## config.mk

```make
export PLATFORM = sky130hd
export DESIGN_NAME = tdm_demux8x1
export DESIGN_NICKNAME = d
export VERILOG_FILES = /design/src/rtl/tdm_demux8x1.sv
export SDC_FILE = /design/constraint.sdc
export NUM_CORES = 1
export LEC_CHECK = 0
export BUFFER_PORTS_ARGS = -buffer_cell sky130_fd_sc_hd__buf_2
export CAP_MARGIN = 10
export CORE_ASPECT_RATIO = 1.25
export CORE_MARGIN = 4
export CORE_UTILIZATION = 52
export CTS_CLUSTER_SIZE = 20
export DETAILED_ROUTE_END_ITERATION = 10
export GPL_TIMING_DRIVEN = 0
export HOLD_SLACK_MARGIN = 0.08
export PLACE_DENSITY = 0.81
export SLEW_MARGIN = 20
export SYNTH_ARGS = -nofsm -noshare
export SYNTH_HDL_FRONTEND = slang
export SYNTH_SLANG_ARGS = --single-unit
```

## constraint.sdc

```tcl
create_clock -name clk -period 2.49 [get_ports clk]
set_clock_uncertainty 0.15 [all_clocks]
set_input_delay 0.1245 -clock clk [delete_from_list [all_inputs] [get_ports clk]]
set_output_delay 0.1245 -clock clk [all_outputs]
set_load 0.05 [all_outputs]
```

## src/rtl/tdm_demux8x1.sv

```systemverilog
// tdm_demux8x1: rebuilds 8 time-multiplexed channel slots into registered parallel outputs per frame
module tdm_demux8x1 #(
    parameter int WIDTH            = 1,
    parameter bit SYNC_EVERY_FRAME = 1'b1
) (
    input  logic             clk,
    input  logic             reset_n,
    input  logic [WIDTH-1:0] in,
    input  logic             sync,
    input  logic             enable,
    output logic [WIDTH-1:0] out_a,
    output logic [WIDTH-1:0] out_b,
    output logic [WIDTH-1:0] out_c,
    output logic [WIDTH-1:0] out_d,
    output logic [WIDTH-1:0] out_e,
    output logic [WIDTH-1:0] out_f,
    output logic [WIDTH-1:0] out_g,
    output logic [WIDTH-1:0] out_h,
    output logic [2:0]       slot,
    output logic             locked,
    output logic             frame_valid,
    output logic             sync_error
);
    typedef enum logic {IDLE, RUN} state_t;
    state_t           state, state_n;
    logic [2:0]       slot_n;
    logic             fv_n, se_n;
    logic [WIDTH-1:0] shadow [8];
    logic [WIDTH-1:0] shadow_n [8];
    logic [WIDTH-1:0] frame [8];
    logic [WIDTH-1:0] frame_n [8];
    always_ff @(posedge clk or negedge reset_n) begin
        if (!reset_n) begin
            state       <= IDLE;
            slot        <= 3'd0;
            shadow      <= '{default: '0};
            frame       <= '{default: '0};
            frame_valid <= 1'b0;
            sync_error  <= 1'b0;
        end else begin
            state       <= state_n;
            slot        <= slot_n;
            shadow      <= shadow_n;
            frame       <= frame_n;
            frame_valid <= fv_n;
            sync_error  <= se_n;
        end
    end
    // A stray sync restarts the frame at slot 0; a missing sync drops lock only when required
    always_comb begin
        state_n  = state;
        slot_n   = slot;
        shadow_n = shadow;
        frame_n  = frame;
        fv_n     = 1'b0;
        se_n     = 1'b0;
        if (enable) begin
            if (state == IDLE) begin
                if (sync) begin
                    shadow_n[0] = in;
                    slot_n      = 3'd1;
                    state_n     = RUN;
                end
            end else if (sync && slot != 3'd0) begin
                se_n        = 1'b1;
                shadow_n[0] = in;
                slot_n      = 3'd1;
            end else if (!sync && slot == 3'd0 && SYNC_EVERY_FRAME) begin
                se_n    = 1'b1;
                state_n = IDLE;
                slot_n  = 3'd0;
            end else begin
                shadow_n[slot] = in;
                slot_n         = slot + 3'd1;
                if (slot == 3'd7) begin
                    for (int i = 0; i < 7; i++) frame_n[i] = shadow[i];
                    frame_n[7] = in;
                    fv_n       = 1'b1;
                end
            end
        end
    end
    assign locked = (state == RUN);
    assign out_a  = frame[0];
    assign out_b  = frame[1];
    assign out_c  = frame[2];
    assign out_d  = frame[3];
    assign out_e  = frame[4];
    assign out_f  = frame[5];
    assign out_g  = frame[6];
    assign out_h  = frame[7];
endmodule

```

==> flow_metrics.py <==
metrics = {
    "synth": {
        "synth-simple-area-share_pct": 12.45,
        "synth_nets": 89,
        "synth_ff_type": "dfrtp_1",
        "syn_avg_cell_area_sq_um": 12.50,
        "synth.distinct_cells": 23,
        "synthCells": 78,
        "seq_area_frac_synth_pct": 53.92,
        "synthArstFlopShare_pct": 100.0,
        "yosys.area_share.xor_xnor_pct": 0,
        "synth_edf_count": 0,
        "synthAdderAreaFrac_pct": 7.702,
        "yosys_warnings": 0,
        "synth_compound_area_share_pct": 6.033,
        "synth.ff_latch_count": 21,
        "synth_area_sq_um": 974.7,
        "synth_top_family_by_area": "multiplexers",
        "synth_mux_area_share_pct": 17.33,
    },
    "timing": {
        "fin_setup_tns_ns": 0,
        "rsz0062_at_grt": "no",
        "setup_violations": 0,
        "hold_violations": 0,
        "tightest_slew_ns": 0.4509,
        "min_period_ns": 2.345,
        "worst_slack_ns": 0.1455,
        "fmax_ghz": 0.4265,
        "period_share_pct": 94.16,
        "relSlewSlack_pct": 69.94,
        "slew_violations": 0,
    },
    "layout": {
        "regArea_sq_um": 528.0,
        "post-route-util_pct": 65.77,
        "final_cells": 123,
        "area_delta_synth_final_pct": 19.13,
        "stdcell_area_sq_mm": 0.001161,
        "fillers": 153,
        "multi_input_area_sq_um": 424.2,
        "num-nets-final": 116,
        "n_antenna_cell": 0,
        "drive_above_1_share_pct": 42.31,
    },
    "global_routing": {
        "grt_start_max_net_pins": 22,
        "grt_pass1_wl_um": 2815,
        "antenna_found_initial": 0,
        "grt_pass1_vias": 652,
        "track_usage_pct": 14.99,
        "grt_overflow": 0,
    },
    "floorplan": {
        "pin_count": 19,
        "die_y_um": 56.41,
        "core-area_sq_mm": 0.001765,
        "die_x_um": 46.73,
        "dieArea_sq_mm": 0.002636,
        "rows": 17,
        "start_util_pct": 55.21,
    },
    "critical_path": {
        "cp_data_arrival_time_ns": 2.39,
        "cp_max_fo": 8,
        "critPathKind": "register to register",
        "required_ns": 2.54,
        "start_kind": "register",
        "endpoint_kind": "register",
    },
    "clocking": {
        "cts_buffer_depth": 2,
        "cts_tree": "built",
        "htree_levels": 1,
        "clock_latency_ns": 0.30,
        "path_clk_slew_ns": 0.11,
        "cts_buffers": 3,
        "cts_root_buffer": "clkbuf_4",
        "cts_sinks": 21,
    },
    "min_path": {
        "hold_path_class": "input port to async pin",
    },
    "pwr": {
        "clkPwrFrac_pct": 11.9,
        "switchingPower_mw": 0.5945,
        "vdd_drop_max_v": 0.0007916,
        "power_density_mw_per_mm2": 1149,
        "p_comb_share_pct": 47.9,
        "swShare_pct": 44.58,
        "p_leak_nw": 0.6035,
        "seq_power_share_pct": 40.2,
        "intPower_mw": 0.7390,
    },
    "placed_design": {
        "placed_cells": 114,
        "place_hpwl_um": 1176,
        "placed_area_sq_mm": 0.001086,
        "dpl_worst_slack_ns": 0.1437,
        "gp_congestion": 0.7692,
        "port_buffers": 17,
    },
    "route": {
        "vias_per_cell": 5.504,
        "via_count": 677,
        "wire_per_inst_um": 12.71,
        "first_pass_iters": 4,
        "drtIter0Drc": 14,
        "drtAntennaViolNets": 0,
        "drc_errors": 0,
        "drt-total-wl_um": 1563,
    },
    "run_status": {
        "status": "completed",
    },
    "job": {
        "cap_violations": 0,
    },
}
==> per-layer routing <==
| layer | GRT usage (%) | up-vias | share of wire (%) |
|---|---|---|---|
| met2 | 24.02 | 26 | 51 |
| met3 | 2.885 | 4 | 5.1 |
| met1 | 18.09 | 321 | 41 |
| met4 | 8.300 | 0 | 2.6 |
| li1 | - | 326 | - |
| met5 | 0 | - | 0 |
==> stage by stage <==
step | total power [mW] | hold slack, ns
4_1_cts | 1.352 | 0.1402
3_5_place_dp | 1.186 | -0.05414
5_1_grt | 1.435 | 0.1738
6_report | 1.334 | 0.1402
2_1_floorplan | 1.035 | -0.3211
3_3_place_gp | 1.161 | -0.06186
==> cell families after synthesis <==
logic type / after synthesis
AO/OA/AOI/OAI: 8
adder cells (fa/ha/maj): 6
buffers and inverters: 6
flip-flops: 21
multiplexers: 15
AND/OR/NAND/NOR: 22
==> path summary, 6_finish.rpt <==
kind / endpoint / startpoint / cells after the start / slack, ns
max: shadow[7] / slot[0] / 7 / 0.15
min: out_h / reset_n / 2 / 0.14
max reg2reg: shadow[7] / slot[0] / 7 / 0.15
min reg2reg: shadow[7] / shadow[7] / 1 / 0.35
max in group asynchronous: slot[1] / reset_n / 2 / 1.72
min in group clk: shadow[7] / shadow[7] / 1 / 0.35
==> power by group through the flow <==
stage	Combinational [mW]	Sequential (mW)	Clock, mW
after floorplan	0.284	0.752	0
final	0.639	0.537	0.158
after global routing	0.701	0.557	0.177
after global placement	0.623	0.537	0
after detailed placement	0.638	0.548	0
after CTS	0.647	0.540	0.165
==> flip-flops by register name (all words and copies together), names as in the netlist <==
name,cells
slot,3
sync_error,1
out_c,1
out_d,1
out_e,1
out_b,1
out_a,1
out_h,1
frame_valid,1
out_g,1
locked,1
shadow,7
out_f,1
==> cells in the mapped netlist (2+ instances only) <==
| library cell | count | area (sq um) |
|---|---|---|
| buf_2 | 2 | 10.01 |
| inv_1 | 4 | 15.01 |
| nand4b_1 | 2 | 17.52 |
| nor2_1 | 7 | 26.28 |
| ha_1 | 6 | 75.07 |
| nand2_1 | 4 | 15.01 |
| dfrtp_1 | 21 | 525.5 |
| nand2b_1 | 3 | 18.77 |
| nand4_1 | 2 | 12.51 |
| mux2_2 | 14 | 157.7 |
==> cells in the final DEF, fill, tap and decap left out, types with 2 or more instances in the layout <==
cell           count
nand4b_1           2
mux2_2            14
ha_1               6
inv_1              4
nand2b_1           3
dfrtp_2            2
nand4_1            2
clkbuf_4           3
nor2_1             7
dlygate4sd3_1      4
nand2_1            4
dfrtp_1           19
buf_2             19
==> final cells by class <==
type,instances,area share (%)
multi-input combinational,51,36.53
timing repair buffer,22,11.42
inverter,4,1.293
sequential,21,45.47
tap,19,2.047
clock inverter,1,0.4310
clock buffer,3,1.940
buffer,2,0.8621
==> critical path, stage by stage, from the launching register on <==
cell and delay [ns]:
dfrtp_2 0.45, inv_1 0.06, ha_1 0.19, and2b_2 0.22, ha_1 0.22, or4_4 0.49
a21oi_2 0.15, mux2_1 0.32
==> timing repair <==
action,in CTS,in global routing
hold endpoints to repair,35,0
hold buffers,4,0
setup buffers,0,1
gates resized for setup,0,0
endpoints found under the setup margin,0,6
Note: power is estimated with default switching activity, not from simulation.
